===== src/rtl/move_lane_packer.sv =====
// Move lane packer: takes a word of LANES move slots, compacts the valid ones into a
// circular FIFO one per cycle, and serves them on a show-ahead valid/ready read port.
module move_lane_packer #(
  parameter int LANES = 8,
  parameter int MW    = 19,
  parameter int DEPTH = 64,
  parameter int WDT   = 15
) (
  input  logic                     clk_i,
  input  logic                     rst_n_i,
  input  logic                     clear_i,
  input  logic                     wr_en_i,
  input  logic [LANES*MW-1:0]      wr_data_i,
  output logic                     wr_ready_o,
  output logic [MW-1:0]            rd_data_o,
  output logic                     rd_valid_o,
  input  logic                     rd_ready_i,
  output logic [$clog2(DEPTH):0]   count_o,
  output logic                     busy_o,
  output logic                     overflow_o
);
  // state | meaning
  // IDLE  | lane register empty, ready for the next input word
  // PACK  | draining masked lanes into the FIFO, lowest lane first

  localparam int AW = $clog2(DEPTH);
  localparam int CW = AW + 1;
  localparam int TW = $clog2(WDT + 1);

  typedef enum logic {IDLE, PACK} state_t;

  state_t                state_q;
  logic [LANES*MW-1:0]   lane_q;
  logic [LANES-1:0]      mask_q;
  logic [AW-1:0]         wr_ptr_q, rd_ptr_q;
  logic [CW-1:0]         count_q;
  logic [TW-1:0]         stall_q;
  logic                  overflow_q;
  logic [MW-1:0]         mem_q [DEPTH];

  logic [LANES-1:0]      in_mask;
  logic [LANES-1:0]      sel_onehot;
  logic [LANES-1:0]      mask_clr;
  logic [MW-1:0]         lane_sel;
  logic                  found;
  logic                  full;
  logic                  push;
  logic                  pop;

  always_comb begin
    in_mask = '0;
    for (int i = 0; i < LANES; i++) in_mask[i] = ~wr_data_i[i*MW + MW - 1];
  end

  // Scan from the top down so the lowest set lane wins.
  always_comb begin
    sel_onehot = '0;
    lane_sel   = '0;
    found      = 1'b0;
    for (int i = LANES - 1; i >= 0; i--) begin
      if (mask_q[i]) begin
        sel_onehot    = '0;
        sel_onehot[i] = 1'b1;
        lane_sel      = lane_q[i*MW +: MW];
        found         = 1'b1;
      end
    end
  end

  assign mask_clr   = mask_q & ~sel_onehot;
  assign full       = (count_q == CW'(DEPTH));
  assign push       = (state_q == PACK) && found && !full;
  assign rd_valid_o = (count_q != '0);
  assign pop        = rd_valid_o && rd_ready_i;

  assign wr_ready_o = (state_q == IDLE);
  assign busy_o     = (state_q == PACK);
  assign overflow_o = overflow_q;
  assign count_o    = count_q;
  assign rd_data_o  = {1'b0, mem_q[rd_ptr_q][MW-2:0]};

  always_ff @(posedge clk_i or negedge rst_n_i) begin
    if (!rst_n_i) begin
      state_q    <= IDLE;
      lane_q     <= '0;
      mask_q     <= '0;
      wr_ptr_q   <= '0;
      rd_ptr_q   <= '0;
      count_q    <= '0;
      stall_q    <= '0;
      overflow_q <= 1'b0;
    end else if (clear_i) begin
      state_q    <= IDLE;
      lane_q     <= '0;
      mask_q     <= '0;
      wr_ptr_q   <= '0;
      rd_ptr_q   <= '0;
      count_q    <= '0;
      stall_q    <= '0;
      overflow_q <= 1'b0;
    end else begin
      count_q <= count_q + CW'(push) - CW'(pop);
      if (push) wr_ptr_q <= wr_ptr_q + 1'b1;
      if (pop)  rd_ptr_q <= rd_ptr_q + 1'b1;
      case (state_q)
        IDLE: begin
          if (wr_en_i) begin
            lane_q  <= wr_data_i;
            mask_q  <= in_mask;
            stall_q <= '0;
            if (|in_mask) state_q <= PACK;
          end
        end
        PACK: begin
          if (push) begin
            mask_q  <= mask_clr;
            stall_q <= '0;
            if (mask_clr == '0) state_q <= IDLE;
          end else if (stall_q == TW'(WDT - 1)) begin
            // Watchdog expired: discard the remaining lanes and flag it.
            overflow_q <= 1'b1;
            mask_q     <= '0;
            stall_q    <= '0;
            state_q    <= IDLE;
          end else begin
            stall_q <= stall_q + 1'b1;
          end
        end
        default: state_q <= IDLE;
      endcase
    end
  end

  always_ff @(posedge clk_i) begin
    if (push && !clear_i) mem_q[wr_ptr_q] <= lane_sel;
  end

endmodule


===== config.mk =====
export PLATFORM = sky130hd
export DESIGN_NAME = move_lane_packer
export DESIGN_NICKNAME = d
export VERILOG_FILES = /design/src/rtl/move_lane_packer.sv
export SDC_FILE = /design/constraint.sdc
export NUM_CORES = 1
export LEC_CHECK = 0
export BUFFER_PORTS_ARGS = -buffer_cell sky130_fd_sc_hd__buf_2
export CORE_MARGIN = 5
export CORE_UTILIZATION = 45
export DETAILED_ROUTE_END_ITERATION = 10
export HOLD_SLACK_MARGIN = 0.02
export PLACE_DENSITY = 0.72
export SKIP_CTS_REPAIR_TIMING = 1
export SLEW_MARGIN = 20
export SYNTH_ARGS = -nofsm -noshare
export SYNTH_HDL_FRONTEND = slang
export SYNTH_SLANG_ARGS = --single-unit

===== constraint.sdc =====
create_clock -name clk_i -period 4.3 [get_ports clk_i]
set_input_delay 1.29 -clock clk_i [delete_from_list [all_inputs] [get_ports clk_i]]
set_output_delay 1.29 -clock clk_i [all_outputs]
set_load 0.005 [all_outputs]

[Yosys cells after proc, flatten, opt, wreduce, memory -nomap -nowiden]
Memories as Yosys holds them, arrays and structs flattened.
Cells that the tools add are included.
Storage, ports and cells
  register bits: 185
  word-level logic and storage cells: 103
  output and inout port bits: 30
  memory bits (writable): 1216
  input bits: 157
  memories kept: 1
Cells by class
  equality and inequality tests: 6
  add/sub/neg operators: 5
  reductions and logical operators: 17
  muxes and demuxes: 55
  bitwise gates (word level): 11
Memory list
  mem_q: words 64, width 19, rd ports 1, clocked after memory_dff 0, write ports 1, RTL line 39  | logic [MW-1:0] mem_q [DEPTH];
Operator list (number)
  152-bit two-way mux: 3
  19-bit two-way mux: 8
  8-bit two-way mux: 12
  6-bit two-way mux: 4
  1-bit two-way mux: 20
  4-bit two-way mux: 4
  8-bit case mux with 2 select lines: 1
  6-bit by 1-bit adder with 6-bit output (second input constant): 2
  2-bit nonzero test: 5
  1-bit NOT: 9
  8-bit AND: 1
  8-bit logical NOT: 1
  8-bit NOT: 1
  4-bit case mux with 2 select lines: 1
  8-bit OR reduction: 1
  7-bit by 1-bit adder with 7-bit output: 1
  7-bit == test (second input constant): 1
  7-bit two-way mux: 1
  7-bit nonzero test: 1
  7-bit by 1-bit subtractor with 7-bit output: 1
  4-bit by 1-bit adder with 4-bit output (second input constant): 1
  4-bit == test (second input constant): 1
  1-bit logical AND: 4
  2-bit inequality test (second input constant): 2
  other kinds (6): 8

[Logic depth before layout (Yosys ltp)]
  depth in word-level cells: 15
  depth in mapped cells: 17
  gate-level depth less buffers: 17

[Least setup slack after synthesis]
No wires, ideal clock.
  path kind: in2reg
  start point: input clear_i
  end point: memory mem_q[40][0], enable pin
  path slack: -0.114 ns
  cell stages on the path: 5
  data required time: 3.861 ns
  arrival time: 3.975 ns
  buffers on the path: 2
  setup time: 0.439 ns
  cell sequence: clkbuf_1 -> nand3b_1 -> or2_2 -> clkbuf_1 -> nor4_1
Between the ends
  longest elaborated chain between the ends: 4
RTL lines
  start, declared: RTL line 11  | input logic clear_i,
  1-bit logical NOT: RTL line 135  | if (push && !clear_i) mem_q[wr_ptr_q] <= lane_sel;
  1-bit logical AND: RTL line 135
  1-bit two-way mux: RTL line 135
  1-bit two-way mux (not written as such): RTL line 135
  end, declared: RTL line 39
No other way between the ends.

[Final worst setup path]
  start point: register rd_ptr_q[1]
  end point: output rd_data_o[4]
Between the ends
  longest elaborated chain between the ends: 1
RTL lines
  start, declared: RTL line 35  | logic [AW-1:0] wr_ptr_q, rd_ptr_q;
  start signal, assigned: RTL line 104  | if (pop) rd_ptr_q <= rd_ptr_q + 1'b1;
  memory read 64 x 19 bit
  end, declared: RTL line 15  | output logic [MW-1:0] rd_data_o,
No other way between the ends.

==> flow_metrics.py <==
metrics = {
    "cts": {
        "cts_made_buffers": 132,
        "clock_latency_ns": 0.74,
        "clkSinkCount": 1329,
        "cts_root_buf": "clkbuf_16",
        "cts_tree": "done",
        "clockBufferDepth": 3,
        "cts_max_level": 4,
        "clk_pin_slew_ns": 0.06,
    },
    "synthesis": {
        "synth_warnings": 0,
        "ys_seq_area_share_pct": 74.6,
        "synth_ff_type": "edfxtp_1",
        "synthesis.nets": 2994,
        "ys_ff_latch": 1329,
        "synth_edf_count": 1152,
        "synthArstFlopShare_pct": 13.3,
        "synth.distinct_cells": 62,
        "syn_inst": 2823,
        "syn_area_um2": 52300,
        "synth.avg_cell_area_um2": 18.5,
    },
    "layout": {
        "nFillCells": 8755,
        "nets": 3396,
        "drive_above_1_share_pct": 29.6,
        "synthToLayoutAreaGrowth_pct": 18.8,
        "final_util_pct": 53.6,
    },
    "power_and_ir_drop": {
        "powerDensity_nw_per_um2": 522,
        "vdd_drop_max_mv": 0.323,
        "p_leak_nw": 21.0,
    },
    "sta": {
        "setup_ws_ns": -0.321,
        "maxSlewHeadroom_pct": 30.2,
        "hold_viol_final": 0,
        "timing.final.crit_share_pct": 107,
        "rsz0062_at_grt": "true",
        "tightest_slew_ns": 1.05,
        "max_freq_mhz": 216,
        "setup_violations": 18,
        "drv_slew": 0,
        "period_minus_slack_ns": 4.62,
        "skew_ns": 0.0338,
    },
    "floorplan": {
        "num_io_pins": 187,
        "fp.dieH_um": 351,
        "core_um2": 116000,
        "dieWidth_um": 351,
        "fp-row-count": 125,
        "dieArea_um2": 123000,
        "initial_core_util_pct": 45.1,
    },
    "worst_hold_path": {
        "hp-start": "lane_q[119]",
        "hold_class": "reg -> reg",
        "holdPathStages": 1,
    },
    "drt": {
        "vias": 29701,
        "ant_nets": 0,
        "viasPerCell": 6.12,
        "drc": 0,
        "drt-total-wl_um": 139000,
        "wire_per_inst_um": 28.6,
        "firstDrtPassIters": 6,
        "drt_iter0_drc": 3854,
    },
    "setup_path": {
        "crit_path_start_kind": "flip-flop",
        "worstSetupEndpointType": "output pin",
        "crit_chain": "buf_6, buf_6, buf_6, clkbuf_16, mux2i_2, a221oi_2, o21ai_1, buf_4, a22o_4, a222oi_1, buf_2",
        "r2r_cells": 10,
        "crit_top_cell": "buf_6",
        "cp-startpoint": "rd_ptr_q[1]",
        "worst-path-max-fanout": 5,
        "crit_path_max_incr_delay_ns": 0.49,
        "critical_path_class": "reg -> out",
        "timing.rr.start": "count_o[5]",
        "r2r_slack_ns": 0.78,
        "cp.arrival_ns": 3.33,
        "crit_slowest_cell": "dfrtp_4",
        "worstPathRequired_ns": 3.01,
    },
    "global_routing": {
        "grt_usage_pct": 21.8,
        "antenna_found_initial": 16,
        "grt_max_degree": 112,
        "grt_pass1_vias": 28889,
        "grt_overflow": 0,
        "grt_first_pass_wirelength_um": 197000,
    },
    "status": {
        "status": "finished with violations",
        "violations": "setup timing",
    },
    "place": {
        "port_buffers": 185,
        "dp_worst_setup_slack_ns": 0.155,
        "place_hpwl_um": 82200,
        "gp_congestion": 0.841,
    },
    "job": {
        "maxCapViolations": 0,
    },
}
state kept, by name, indices dropped and copies added (netlist names):
name / count
mem_q: 1152
lane_q: 144
mask_q: 8
count_o: 7
rd_ptr_q: 6
wr_ptr_q: 6
stall_q: 4
busy_o: 1
overflow_o: 1
cells in the mapped netlist (14+ instances only):
| cell type | count | area share, % |
|---|---|---|
| a211o_1 | 21 | 0.35 |
| a211oi_1 | 39 | 0.56 |
| a21oi_1 | 62 | 0.59 |
| a221oi_1 | 63 | 1.1 |
| a22o_1 | 154 | 2.6 |
| buf_1 | 15 | 0.11 |
| buf_2 | 39 | 0.37 |
| buf_4 | 26 | 0.37 |
| clkbuf_1 | 112 | 0.80 |
| dfrtp_1 | 177 | 8.5 |
| edfxtp_1 | 1152 | 66 |
| inv_1 | 33 | 0.24 |
| mux2_2 | 14 | 0.30 |
| mux2i_1 | 211 | 4.0 |
| mux4_2 | 189 | 8.1 |
| nand2_1 | 43 | 0.31 |
| nor2_1 | 123 | 0.88 |
| nor2b_1 | 28 | 0.33 |
| nor3_1 | 29 | 0.28 |
| o21ai_0 | 52 | 0.50 |
| o221ai_1 | 19 | 0.32 |
| o22ai_1 | 65 | 0.78 |
where the power goes:
part	internal [mW]	leakage [nW]	total [mW]	switching (mW)
clock	5.87	1.91	10.7	4.81
sequential	14.9	12.9	15.1	0.153
combinational	2.96	6.20	6.69	3.73
total	23.8	21.0	32.4	8.69
stage by stage:
stage	power (mW)	area [µm²]	TNS (ns)	cells	hold slack, ns
after detailed placement	21.1	56600	0	4549	0.485
final	32.4	62200	-3.84	4856	0.499
after floorplan	18.8	52300	0	2823	0.466
after global placement	21.0	56600	0	4549	0.473
after CTS	31.7	60600	-9.42	4782	0.501
after global routing	33.6	62100	-5.43	4850	0.508
metal layers:
layer,GRT usage [%],wire length [µm]
met5,0,71
met4,6.83,4250
met3,7.73,16900
met2,32.6,63900
met1,30.3,54000
final timing paths:
| path | endpoint |
|---|---|
| worst max-delay path | rd_data_o[4] |
| worst min-delay path | lane_q[119] |
| worst max register to register | mem_q[7][14] |
| worst min register to register | lane_q[119] |
| max in group asynchronous | lane_q[142] |
| min in group asynchronous | lane_q[82] |
cell usage in the layout, fill, tap and decap left out, types with 42 or more instances in the layout:
cell type and n:
a221oi_1 46, o22ai_1 63, clkbuf_16 147, mux2i_1 203, a21oi_1 58, buf_4 198, nor2_1 84, nand2_1 42
buf_2 183, a22o_1 146, edfxtp_1 1152, dfrtp_1 172, mux4_2 189
cell families after synthesis:
family	share of synthesized area, %
adders and majority gates	0.349
muxes	12.5
other	0.00717
buffers and inverters	2.01
and+or+nand+nor	2.59
xor gates and xnor gates	0.234
AOI/OAI and AO/OA	7.73
DFF	74.6
critical path: cells and delay by family (launching register included):
kind	cells	cell delay, ns
AO/OA/AOI/OAI	4	1.03
buffers and inverters	6	0.91
flip-flops	1	0.49
multiplexers	1	0.15
cell type report:
cell class,count,area [µm²],area share (%)
flip-flops and latches,1329,39000,62.8
diodes,8,20.0,0.0322
multi-input cells,1263,13000,20.9
clock inverters,56,439,0.707
inverters,34,128,0.205
clock buffers,177,3520,5.67
repair buffers,465,4080,6.57
well taps,1524,1910,3.07
Note: power is estimated with default switching activity, not from simulation.
